`config.mk`:
```
export PLATFORM = sky130hd
export DESIGN_NAME = regfile_writer
export DESIGN_NICKNAME = d
export VERILOG_FILES = /design/src/rtl/regfile_writer_pkg.sv /design/src/rtl/regfile_writer_wb_fifo.sv /design/src/rtl/regfile_writer.sv
export SDC_FILE = /design/constraint.sdc
export NUM_CORES = 1
export LEC_CHECK = 0
export CAP_MARGIN = 15
export CORE_MARGIN = 2
export CORE_UTILIZATION = 48
export CTS_CLUSTER_DIAMETER = 80
export DETAILED_ROUTE_END_ITERATION = 6
export PLACE_DENSITY = 0.83
export SLEW_MARGIN = 10
export SYNTH_ARGS = -nofsm -noshare
export SYNTH_HDL_FRONTEND = slang
export SYNTH_SLANG_ARGS = --single-unit
```
`constraint.sdc`:
```
create_clock -name clk -period 2.6 [get_ports clk]
set_input_delay 0.39 -clock clk [delete_from_list [all_inputs] [get_ports clk]]
set_output_delay 0.39 -clock clk [all_outputs]
set_load 0.01 [all_outputs]
```
`src/rtl/regfile_writer_pkg.sv`:
```
// Shared constants and the write-back entry type for the register-file writer.
package regfile_writer_pkg;

    localparam int REG_AW = 5;
    localparam int XLEN   = 32;
    localparam int NREGS  = 32;

    typedef struct packed {
        logic [REG_AW-1:0] rd;
        logic [XLEN-1:0]   data;
    } wb_entry_t;

endpackage

```
`src/rtl/regfile_writer_wb_fifo.sv`:
```
// Synchronous FIFO for memory write-back results.
// Also exposes a mask of the destination registers held in valid entries.
module wb_fifo
    import regfile_writer_pkg::*;
#(
    parameter int DEPTH = 4,
    parameter int AW    = 2
) (
    input  logic             clk,
    input  logic             rst,
    input  logic             push,
    input  wb_entry_t        push_entry,
    input  logic             pop,
    output wb_entry_t        head,
    output logic [AW:0]      count,
    output logic [NREGS-1:0] pending
);

    wb_entry_t      mem [DEPTH];
    logic [AW-1:0]  wr_ptr;
    logic [AW-1:0]  rd_ptr;
    logic [AW-1:0]  offset;

    always_ff @(posedge clk) begin
        if (rst) begin
            wr_ptr <= '0;
            rd_ptr <= '0;
            count  <= '0;
        end else begin
            if (push) begin
                mem[wr_ptr] <= push_entry;
                wr_ptr      <= wr_ptr + 1'b1;
            end
            if (pop) begin
                rd_ptr <= rd_ptr + 1'b1;
            end
            if (push && !pop) begin
                count <= count + 1'b1;
            end else if (pop && !push) begin
                count <= count - 1'b1;
            end
        end
    end

    assign head = mem[rd_ptr];

    // An entry is live when its distance from the read pointer is below count.
    always_comb begin
        pending = '0;
        offset  = '0;
        for (int i = 0; i < DEPTH; i++) begin
            offset = AW'(i) - rd_ptr;
            if ({1'b0, offset} < count) begin
                pending[mem[i].rd] = 1'b1;
            end
        end
        pending[0] = 1'b0;
    end

endmodule

```
`src/rtl/regfile_writer.sv`:
```
// Register-file write-back front end: merges ALU results with queued memory
// results into one registered write per cycle, ALU taking priority.
module regfile_writer
    import regfile_writer_pkg::*;
#(
    parameter int DEPTH = 4,
    parameter int AW    = 2
) (
    input  logic              clk,
    input  logic              rst,
    input  logic              alu_valid,
    input  logic [REG_AW-1:0] alu_rd,
    input  logic [XLEN-1:0]   alu_data,
    output logic              alu_ready,
    input  logic              mem_valid,
    input  logic [REG_AW-1:0] mem_rd,
    input  logic [XLEN-1:0]   mem_data,
    output logic              mem_ready,
    output logic              wr,
    output logic [REG_AW-1:0] rd,
    output logic [XLEN-1:0]   indata,
    output logic [NREGS-1:0]  pending,
    output logic [AW:0]       fifo_count
);

    wb_entry_t head;
    wb_entry_t push_entry;
    logic      can_accept;
    logic      alu_fire;
    logic      push;
    logic      pop;

    // A full FIFO also stalls the ALU so the head is guaranteed to drain.
    assign can_accept = !rst && (fifo_count < (AW+1)'(DEPTH));
    assign alu_ready  = can_accept;
    assign mem_ready  = can_accept;

    assign alu_fire   = alu_valid && can_accept;
    assign push       = mem_valid && can_accept;
    assign pop        = !rst && !alu_fire && (fifo_count != '0);
    assign push_entry = '{rd: mem_rd, data: mem_data};

    wb_fifo #(
        .DEPTH (DEPTH),
        .AW    (AW)
    ) u_fifo (
        .clk        (clk),
        .rst        (rst),
        .push       (push),
        .push_entry (push_entry),
        .pop        (pop),
        .head       (head),
        .count      (fifo_count),
        .pending    (pending)
    );

    // Writes to x0 still consume their slot but never assert wr.
    always_ff @(posedge clk) begin
        if (rst) begin
            wr     <= 1'b0;
            rd     <= '0;
            indata <= '0;
        end else if (alu_fire) begin
            wr     <= (alu_rd != '0);
            rd     <= alu_rd;
            indata <= alu_data;
        end else if (pop) begin
            wr     <= (head.rd != '0);
            rd     <= head.rd;
            indata <= head.data;
        end else begin
            wr     <= 1'b0;
        end
    end

endmodule

```
### Yosys cells after proc, flatten, opt, wreduce, memory -nomap -nowiden

Memory sizes are Yosys's and may differ from the RTL's. A register that Yosys moved wholly into a read port is not among the register bits.
Cells that the tools add are included.
Widths: inputs -> output; s select.

* bits of input ports: 78
* output and inout port bits: 75
* bits in registers: 45
* bits in latches: 0
* memory bits (writable): 148
* memories kept: 1
* bits in read-only memories: 0

* order comparisons: 13
* bitwise gates (word level): 3
* divide/modulo/power cells: 0
* muxes and demuxes: 25
* equal/unequal tests: 0
* add/subtract/negate cells: 8
* reductions and logical operators: 20
* multipliers: 0
* shift-type cells: 0

Memory list
* u_fifo.mem: depth 4, width 37, read ports 5, clocked after memory_dff 1, wr ports 1, line regfile_writer_wb_fifo.sv:19 `wb_entry_t mem [DEPTH];`

Operator list (number)
* $mux 32: 6
* $or 32x32->32: 3
* $lt 5x6->1 const B: 4
* $demux 1 s5: 4
* $ge 5x1->1 const B: 4
* $lt 2x3->1: 4
* $logic_and 1x1->1: 11
* $mux 5: 2
* $reduce_bool 5->1: 2
* $mux 1: 9
* $mux 3: 2
* $add 2x1->2 const B: 2
* $logic_not 1->1: 4
* $mux 2: 2
* $reduce_bool 2->1: 2
* $sub 1x2->2 const A: 2
* $sub 2x2->2 const A: 2
* $add 3x1->3 const B: 1
* $lt 3x3->1 const B: 1
* $reduce_bool 3->1: 1
* $sub 3x1->3 const B: 1

### Longest topological paths before layout

An unclocked memory read counts as a cell.

* depth in word-level cells: 12
* gate-level depth with buffers: 11
* mapped depth without buffers: 9

### Cells and area by module

Synthesis repeated with hierarchy kept, for this count alone.

* cell total of the unflattened synthesis: 681
* area, all modules: 9135.0 sq um

Modules (own cells, without submodules)
* wb_fifo: area each 7226.9 sq um, cells an instance 466, sequential area each 4624.4 sq um, times used 1
* regfile_writer: area each 1908.1 sq um, cells an instance 215, sequential area each 760.7 sq um, times used 1

### Least setup slack after synthesis

Ideal clock, no wire load.

* path type: input to register
* start point: in rst
* end point: reg u_fifo.count[2]
* data required time: 2.529 ns
* setup time: 0.071 ns
* cell stages on the path: 11
* data arrival time: 2.570 ns
* slack: -0.040 ns
* cell sequence: buf_2 > nor2_1 > nand2_1 > clkbuf_1 > nand2_1 > ha_1 > inv_1 > fa_1 > xor2_1 > or3_1 > a21oi_1

* word-level cells in the longest chain between the ends: 9
* elaborated cells on any way between the ends: 13

Ends and longest elaborated chain
* from (decl): line regfile_writer.sv:10 `input logic rst,`
* $logic_not 1->1 *: line regfile_writer.sv:34 `assign can_accept = !rst && (fifo_count < (AW+1)'(DEPTH));`
* $logic_and 1x1->1 *: line regfile_writer.sv:34
* named net alu_ready: line regfile_writer.sv:14 `output logic alu_ready,`
* $logic_and 1x1->1: line regfile_writer.sv:38 `assign alu_fire = alu_valid && can_accept;`
* $logic_not 1->1: line regfile_writer.sv:40 `assign pop = !rst && !alu_fire && (fifo_count != '0);`
* $logic_and 1x1->1 (2 in series): line regfile_writer.sv:40
* $logic_not 1->1: line regfile_writer_wb_fifo.sv:37 `if (push && !pop) begin`
* $logic_and 1x1->1: line regfile_writer_wb_fifo.sv:37
* $mux 3 or $reduce_bool 2->1 (tied branches)
* to (signal assigned): line regfile_writer_wb_fifo.sv:38 `count <= count + 1'b1;`
* to (signal assigned): line regfile_writer_wb_fifo.sv:40 `count <= count - 1'b1;`
* to (decl): line regfile_writer_wb_fifo.sv:15 `output logic [AW:0] count,`

The timed path passes the listed nets; every way through them passes the cells marked *.
A chain may end at the register's enable or synchronous reset.

### Worst setup path in the final report

* start point: reg u_fifo.rd_ptr[0]
* end point: out pending[17]

* word-level cells in the longest chain between the ends: 9
* elaborated cells on any way between the ends: 15

Ends and longest elaborated chain
* from (decl): line regfile_writer_wb_fifo.sv:21 `logic [AW-1:0] rd_ptr;`
* from (signal assigned): line regfile_writer_wb_fifo.sv:35 `rd_ptr <= rd_ptr + 1'b1;`
* $sub 1x2->2: line regfile_writer_wb_fifo.sv:52 `offset = AW'(i) - rd_ptr;`
* $lt 2x3->1: line regfile_writer_wb_fifo.sv:53 `if ({1'b0, offset} < count) begin`
* $mux 32: line regfile_writer_wb_fifo.sv:53
* $or 32x32->32 (no line)
* $mux 32: line regfile_writer_wb_fifo.sv:53
* $or 32x32->32 (no line)
* $mux 32: line regfile_writer_wb_fifo.sv:53
* $or 32x32->32 (no line)
* $mux 32 *: line regfile_writer_wb_fifo.sv:53
* to (decl): line regfile_writer.sv:22 `output logic [NREGS-1:0] pending,`

Every way passes the cells marked *; elsewhere a longest branch is shown, timed or not.

==> flow_summary.yaml <==
finish:
  nNetsFinal: 919
  final_cell_mix: "edfxtp_1 (148), clkdlybuf4s50_1 (119), nor2_1 (67), buf_4 (63), dfxtp_1 (42)"
  area_growth_pct: 37.92
  stdcell_area_mm2: 0.01200
  final_common_cell: "edfxtp_1"
  antenna-diode-count: 0
  drive_gt1_share_pct: 30.33
  n_fill_cell: 1221
  multi_input_area_mm2: 0.003543
  register_area_mm2: 0.005394
sta:
  setup_viol: 31
  fin_crit_sh_pct: 109.4
  worst_pin_slew_ns: 0.7988
  finalMaxSlewViolations: 0
  rsz0062_at_grt: "true"
  clock.fmax_ghz: 0.3517
  skew_ns: 0.01363
  setup_ws_ns: -0.2434
  finalCriticalPeriod_ns: 2.843
  final-hold-violation-count: 0
  slew_headroom_pct: 46.74
synthesis:
  yosysTopAreaCell: "edfxtp_1"
  ys_seq_area_share_pct: 61.91
  yosysWarnings: 0
  syn-num-nets: 704
  synth_area_mm2: 0.008698
  syn_area_per_cell_um2: 14.12
  synth_top_area_share_pct: 51.09
  yosys-top-cells-area: "edfxtp_1 (51%), dfxtp_1 (11%), mux4_2 (9.6%), mux2i_1 (4.4%), a221o_1 (3.2%)"
  ys_ff_latch: 195
  ys_types: 48
  syn_inst: 616
power_and_ir_drop:
  p_total_mw: 10.91
  leakagePower_nw: 4.116
  peakVddDrop_mv: 0.5972
  swShare_pct: 32.32
  pwr-share-comb_pct: 38.8
  powerDensity_mw_per_mm2: 909.2
  p_seq_share_pct: 36.1
  p_int_mw: 7.382
  clock_power_share_pct: 25.1
  p_switching_mw: 3.525
floorplan:
  coreArea_mm2: 0.01784
  dieArea_mm2: 0.01921
  core.rowCount: 49
  die_x_um: 138.6
  pin_count: 153
  start_util_pct: 48.76
  die_h_um: 138.6
drt:
  drt_iter0_markers: 564
  wl_per_cell_um: 23.32
  route.vias.total: 6476
  remaining_drc_errors: 0
  first_pass_iters: 6
  via_per_inst: 6.035
  ant_nets: 0
  routed_wl_mm: 25.03
flow_run:
  cap_violations: 0
clocking:
  cts_made_buffers: 17
  cts-htree-levels: 4
  clkTransAtPathRegs_ns: 0.08
  cts_buffer_depth: 2
  clockRootBuffer: "clkbuf_16"
  clk_latency_ns: 0.43
  holdBufCountCts: 0
  cts.sinks: 195
  cts_tree: "done"
grt:
  met3_usage_pct: 5.905
  grt_use_met2_pct: 45.31
  use_met1_pct: 32.77
  grtUsageTotal_pct: 26.34
  antenna_found_initial: 0
  first_global_vias: 6794
  grt_overflow: 0
  grt_max_degree: 77
  grt_pass1_wl_mm: 38.70
  grt-busiest-layer: "met2"
run_status:
  failed_checks: "negative setup slack"
  status: "finished, violations left"
worst_setup_path:
  worstRegToRegCells: 10
  crit_path_top_delay_cell: "dfxtp_2"
  cp_slowest_stage_delay_ns: 0.34
  crit_path_cell_trace: "xnor2_2 > inv_2 > ha_4 > a21oi_4 > buf_6 > o211ai_1 > buf_4 > o22ai_2 > a221o_1 > buf_2"
  critPathTopFamily: "compound AO/OA/AOI/OAI gates"
  critPathKind: "reg2out"
  reg2reg_slack_ns: 0.16
  cp-end-kind: "output pin"
  r2r_end: "u_fifo.count[2]"
  path_buf_inv: 4
  cp_max_fo: 3
  arrival_ns: 2.45
  rr_startpoint: "u_fifo.count[2]"
  critPathRequiredTime_ns: 2.21
  cp-start-kind: "register"
worst_hold_path:
  min_from: "rst"
  hold_class: "in2reg"
  hold_end: "wr"
  hold_depth: 4
placement:
  placed_cell_area_mm2: 0.01092
  gp_congestion: 0.9687
  hpwl_mm: 17.56
  io_buffers: 151
[flip-flops by register name, summed over array words and instances, names as in the netlist, named ones only]
| signal | flops |
|---|---|
| indata | 32 |
| u_fifo.rd_ptr | 2 |
| u_fifo.count | 3 |
| rd | 5 |
| wr | 1 |
| u_fifo.mem | 148 |
| u_fifo.wr_ptr | 2 |
[power by group through the flow]
stage               clock (mW)  sequential [mW]  combinational, mW
floorplan                    0             4.00               1.94
global placement             0             3.95               3.49
detailed placement           0             3.98               3.54
CTS                       2.78             3.93               4.03
global route              2.88             3.97               4.50
finish                    2.74             3.94               4.24
[tightest hold or removal path: cells and delay by family]
kind	cells	cell delay (ns)
compound gates	1	0.09
buf+inv	1	0.14
simple gates	2	0.23
[final cells by class]
cell class              instances  share of cell area, %
multi-input cells             375                  29.54
repair buffers                234                  17.61
clock inverters                15                  1.710
flip-flops and latches        195                  44.96
inverters                       8                 0.2503
well taps                     229                  2.388
clock buffers                  17                  3.546
[repair_timing]
| action | 4_1_cts | 5_1_grt |
|---|---|---|
| setup buffers | 12 | 4 |
| endpoints found under the setup margin | 31 | 32 |
| resized for setup | 187 | 30 |
| pin swaps | 31 | 16 |
[cells by family after synthesis]
logic type	after synthesis	share of synthesized area, %
buffers and inverters	46	2.445
AO/OA/AOI/OAI	120	10.85
adder cells (fa/ha/maj)	10	1.525
other	1	0.04311
flip-flops	195	61.91
multiplexers	75	13.95
AND/OR/NAND/NOR	164	8.775
XOR/XNOR	5	0.5035
[how the worst max path moves through the flow]
stage	start	end	slack, ns	cells past startpoint
after global routing	u_fifo.rd_ptr[0]	pending[7]	-0.34	11
after detailed placement	u_fifo.rd_ptr[1]	pending[31]	-0.29	8
after floorplan	rst	u_fifo.count[2]	0.1	11
after CTS	u_fifo.rd_ptr[0]	pending[17]	-0.27	10
final	u_fifo.rd_ptr[0]	pending[17]	-0.24	10
after global placement	u_fifo.count[1]	pending[31]	-0.26	9
[stage by stage]
stage	TNS, ns	cells	hold WS (ns)	util, %	setup WS, ns
2_1_floorplan	0	616	0.4889	-	0.09532
3_3_place_gp	-5.137	1028	0.5145	61.19	-0.2636
3_5_place_dp	-5.698	1028	0.5405	61.19	-0.2880
4_1_cts	-4.970	1070	0.4467	66.17	-0.2669
5_1_grt	-7.956	1073	0.4947	67.24	-0.3351
6_report	-5.276	1073	0.4740	67.24	-0.2434
[metal layers]
layer,vias to the layer above,routed length [um]
li1,2872,-
met1,3208,9914
met2,327,12480
met3,69,1850
met4,0,778
met5,-,0
[Yosys cell counts (all sizes together)]
cell,number
nor3b,2
mux4,37
nand2,28
a32o,1
dfxtp,47
o2111ai,2
o31ai,1
a21boi,1
nand3b,1
xor2,2
o211ai,3
inv,8
edfxtp,148
a221o,28
and3,5
and2,5
nand2b,16
nand4b,2
or4,2
o21bai,4
conb,1
o32ai,6
a211oi,37
nor2,74
buf,22
nor2b,10
o21a,1
or2,2
o21ai,4
nand3,9
nand4,1
nor3,6
mux2i,38
a211o,3
clkbuf,16
o22ai,25
xnor2,3
fa,1
or3,1
a21oi,4
ha,9
Power figures use the tool's default switching activity.
